`src/rtl/down_counter.sv`:
```
// Programmable down counter with parallel load, count enable, registered
// terminal-count pulse and optional auto-reload from a reload register.
//
// state | meaning
// ------+-----------------------------------------------------------------
// IDLE  | not counting; q holds, en is ignored until the next non-zero load
// RUN   | counting down on en edges; terminal count at q==1
//
// WIDTH is meant to be 2..16.
module down_counter #(
  parameter int WIDTH = 4
) (
  input  logic             clk,
  input  logic             reset,
  input  logic             load,
  input  logic [WIDTH-1:0] d,
  input  logic             en,
  input  logic             auto_reload,
  output logic [WIDTH-1:0] q,
  output logic             done,
  output logic             busy
);

  typedef enum logic {
    IDLE = 1'b0,
    RUN  = 1'b1
  } state_t;

  localparam logic [WIDTH-1:0] ZERO = '0;
  localparam logic [WIDTH-1:0] ONE  = {{(WIDTH-1){1'b0}}, 1'b1};

  state_t           state_q, state_d;
  logic [WIDTH-1:0] count_q, count_d;
  logic [WIDTH-1:0] rl_q, rl_d;
  logic             done_q, done_d;

  // State, count, reload value and done pulse registers; reset clears all.
  always_ff @(posedge clk or posedge reset) begin
    if (reset) begin
      state_q <= IDLE;
      count_q <= ZERO;
      rl_q    <= ZERO;
      done_q  <= 1'b0;
    end else begin
      state_q <= state_d;
      count_q <= count_d;
      rl_q    <= rl_d;
      done_q  <= done_d;
    end
  end

  // Next-state logic: load beats counting; done only at a terminal-count edge.
  always_comb begin
    state_d = state_q;
    count_d = count_q;
    rl_d    = rl_q;
    done_d  = 1'b0;
    if (load) begin
      count_d = d;
      rl_d    = d;
      state_d = (d != ZERO) ? RUN : IDLE;
    end else if (state_q == RUN && en) begin
      if (count_q > ONE) begin
        count_d = count_q - ONE;
      end else if (count_q == ONE) begin
        done_d = 1'b1;
        if (auto_reload) begin
          count_d = rl_q;
        end else begin
          count_d = ZERO;
          state_d = IDLE;
        end
      end else begin
        // RUN with a zero count is unreachable; fall back to IDLE without
        // borrowing below zero.
        state_d = IDLE;
      end
    end
  end

  // Outputs straight from registers.
  always_comb begin
    q    = count_q;
    done = done_q;
    busy = (state_q == RUN);
  end

endmodule

```
`config.mk`:
```
export PLATFORM = sky130hd
export DESIGN_NAME = down_counter
export DESIGN_NICKNAME = d
export VERILOG_FILES = /design/src/rtl/down_counter.sv
export SDC_FILE = /design/constraint.sdc
export NUM_CORES = 1
export LEC_CHECK = 0
export CAP_MARGIN = 20
export CORE_AREA = 2 2 39 41
export DETAILED_ROUTE_END_ITERATION = 12
export DIE_AREA = 0 0 41 43
export PLACE_DENSITY = 0.82
export SLEW_MARGIN = 20
export SYNTH_ARGS = -nofsm -noshare
export SYNTH_HDL_FRONTEND = slang
export SYNTH_SLANG_ARGS = --single-unit
```
`constraint.sdc`:
```
create_clock -name clk -period 4 [get_ports clk]
set_input_delay 0.8 -clock clk [delete_from_list [all_inputs] [get_ports clk]]
set_output_delay 0.8 -clock clk [all_outputs]
set_load 0.01 [all_outputs]
```
# [Word level (Yosys, flattened, before mapping)]
# Index checks and enable logic that the tools add are counted.
[op_classes] n_addsub=1 order_cmp=1 n_eq_ne=3 muxes=15 reduce_logical=6
[ops] operator="two-way mux 4 bit" n=5
[ops] operator="two-way mux 1 bit" n=10
[ops] operator="== test 4 x 1 -> 1 bit (second input constant)" n=1
[ops] operator="greater-than comparator 4 x 1 -> 1 bit (second input constant)" n=1
[ops] operator="nonzero test 4 bit" n=1
[ops] operator="subtractor 4 x 1 -> 4 bit (second input constant)" n=1
[ops] operator="inequality test 3 bit (second input constant)" n=1
[ops] operator="AND reduction 3 bit" n=1
[ops] operator="nonzero test 3 bit" n=1
[ops] operator="inequality test 2 bit (second input constant)" n=1
[ops] operator="AND reduction 2 bit" n=1
[ops] operator="nonzero test 2 bit" n=1
[ops] operator="logical AND 1 bit" n=1
[word_totals] regBits=10 inputBits=9 output_inout_bits=6

# [Longest topological paths before layout]
[logic_depth] ltp_word=5 mapped_depth=6 depth_no_buf=6

# [Worst setup path after synthesis]
# Ideal clock, no wire load.
[synth_path] path_kind="input to register" from="input port en" to="register count_q[3], in the netlist q[3]" setup_ps=142 t_arrival_ps=1408 t_required_ps=3858 path_slack_ps=2450 path_stages=4 n_path_buf=0 path_cell_list="nand2_1 -> nor4_1 -> mux2i_1 -> o221ai_1"
[synth_between] elab_chain_cells=3
[synth_rtl] element="start: declaration" line_no="17" text="input logic en,"
[synth_rtl] element="logical AND 1 bit" line_no="62" text="end else if (state_q == RUN && en) begin"
[synth_rtl] element="nonzero test 2 bit (no line)"
[synth_rtl] element="AND reduction 2 bit (no line)"
[synth_rtl] element="end signal: assignment" line_no="46" text="count_q <= count_d;"
[synth_rtl] element="end: declaration" line_no="33" text="logic [WIDTH-1:0] count_q, count_d;"
# Every way passes these cells.
# A chain may end at the register's enable or synchronous reset.

# [Worst setup path after layout]
[layout_path] from="register count_q[3], in the netlist q[3]" to="output port q[3]"
[layout_lines] element="end: declaration" line_no="19" text="output logic [WIDTH-1:0] q,"
# No word-level cell between the ends.

==> reports/results.ini <==
[timing]
tightestPinTransition_ns=0.441
fin_crit_ns=2.16
max-slew-margin-rel=0.705
rsz0062_at_grt=no
drv_slew=0
report.final.hold_viol_count=0
post-route-period-util=0.540
final.setup.tns_ns=0
finalSetupViolations=0
timing.fmax_ghz=0.463
skew_ns=0.000835

[floorplanning]
die_x_um=41
io_pins=15
dieArea_um2=1760
initial_utilization=0.410
die_h_um=43
core_um2=1380
core.rowCount=14

[logic_synthesis]
yosys.area_share.adder=0.0441
syn-num-nets=74
netlist_instances=63
synth-edff-count=0
synthXorXnorAreaFrac=0
synth_ff_type=dfrtp_1
ys_seq_area_frac=0.441
syn_area_um2=568
yosys_warnings=0
synth_cell_types=22
synth_compound_area_frac=0.148
syn_area_per_cell_um2=9.02
synth_top_family_by_area=simple AND/OR/NAND/NOR gates
yosys.area_share.simple=0.297
async_reset_ff_frac=1.00
ys_ff_latch=10
synth_mux_area_frac=0.0176

[worst_setup_path]
rrSetupSlack_ns=2.30
rr_startpoint=q[0]
cp_slowest_cell=clkdlybuf4s50_1
endpoint_kind=primary output
worstPathCellList=clkdlybuf4s50_1
arrival_ns=1.36
crit_buf_inv=1
critPathMaxFanout=8
reg2regPathDepth=6
reg2reg_to=q[0]
cp-start-kind=register
crit_required_ns=3.20
worstSetupPathType=reg2out
path_delay_family=buffers and inverters
cpPeakStageDelay_ns=0.59

[global_routing]
antenna_found_initial=0
grt_pass1_vias=485
grt_use_met1=0.242
grt_pass1_wl_um=2080
grtUsageMet2=0.250
use_met3=0.0314
overflow=0
track_usage=0.182
gr-max-usage-layer=met2
grt_max_degree=15

[worst_hold_path]
hold_path.class=reg2reg
hold_end=rl_q[3]
hold_path_startpoint=rl_q[3]
whs_path_depth=2

[layout]
layout.nets=92
diodes=0
final_cell_mix=clkdlybuf4s50_1 (14), nand2_1 (10), dfrtp_1 (10), inv_1 (7), o21ai_0 (6)
drive_gt1_frac=0.0875
final_common_cell=clkdlybuf4s50_1
syn2layout_area_growth_pct=33.9
stdcell_count=96
fin_util=0.550

[status]
outcome=finished, final reports clean

[pwr]
power_leakage_nw=0.341
ir_worst_vdd_mv=0.194
power.density_nw_per_um2=404

[flow_run]
maxCapViolations=0

[detailed_routing]
firstDrtPassIters=4
drtAntennaViolNets=0
num_vias=543
drc=0
via_per_inst=5.66
finalWirelength_um=1250
drtIter0Drc=22
avgRoutedWirePerCell_um=13.0

[clock_network]
clock_path_buffers=2
cts_tree=done
post-cts-setup-buffer-count=0
cts_sinks=10
numCtsBuffers=3
clkTransAtPathRegs_ns=0.06
cts_root_buffer=clkbuf_4
h-tree-depth=1
hold_buffers=0
cts_resized=0
clk_latency_ns=0.27

[placement]
hpwl_um=992
port_buffers=14
gp_congestion=0.807
dp.cells=92

metal layers:
layer,part of all wire,wire (um)
met1,0.44,554
met2,0.48,604
met3,0.038,47
met4,0.031,39
met5,0,0
synth_stat cells (2+ instances only):
master / number / area share
nand3_1: 3 / 0.026
nor3_1: 2 / 0.018
nor4_1: 4 / 0.044
o21ai_0: 6 / 0.053
dfrtp_1: 10 / 0.44
nand4b_1: 2 / 0.031
nor2_1: 4 / 0.026
ha_1: 2 / 0.044
inv_1: 7 / 0.046
a21oi_1: 2 / 0.018
nand2_1: 10 / 0.066
per-stage QoR:
| step | hold slack (ns) | total power, W | area (um^2) | setup WS [ns] |
|---|---|---|---|---|
| 2_1_floorplan | 0.443 | 0.000179 | 568 | 2.45 |
| 3_3_place_gp | 0.466 | 0.000217 | 724 | 1.79 |
| 3_5_place_dp | 0.469 | 0.000218 | 724 | 1.72 |
| 4_1_cts | 0.486 | 0.000312 | 761 | 1.84 |
| 5_1_grt | 0.536 | 0.000330 | 761 | 1.77 |
| 6_report | 0.488 | 0.000308 | 761 | 1.84 |
sequential cells by signal, indices dropped and copies added (netlist names):
register	count
q	4
done	1
busy	1
rl_q	4
area by class of cell:
cell class	count	area, um^2
Tap cell	16	20.0
Fill cell	136	623
Sequential cell	10	250
Timing Repair Buffer	14	140
Clock buffer	4	36.3
Inverter	7	26.3
Multi-Input combinational cell	45	288
where the power goes:
group | total [W] | internal (W) | leakage, nW | switching [W]
registers | 0.000127 | 0.000113 | 0.121 | 0.0000145
clock network | 0.0000912 | 0.0000554 | 0.0210 | 0.0000358
logic | 0.0000893 | 0.0000448 | 0.199 | 0.0000445
total | 0.000308 | 0.000213 | 0.341 | 0.0000948
worst max-delay path by stage:
| stage | startpoint | endpoint | slack, ns | cells after the start |
|---|---|---|---|---|
| final | q[3] | q[3] | 1.84 | 1 |
| after global routing | q[3] | q[3] | 1.77 | 1 |
| after CTS | q[2] | q[2] | 1.84 | 1 |
| after detailed placement | en | q[3] | 1.72 | 5 |
| after global placement | en | q[3] | 1.79 | 5 |
| after floorplan | en | q[3] | 2.45 | 4 |
cells by family (layout without fill, tap and decap cells):
| kind of cell | count (synthesis) | in the layout |
|---|---|---|
| simple gates | 30 | 30 |
| flops | 10 | 10 |
| compound gates | 12 | 12 |
| mux | 1 | 1 |
| fa+ha+maj | 2 | 2 |
| buf+inv | 8 | 25 |
(Power assumes the default switching activity.)
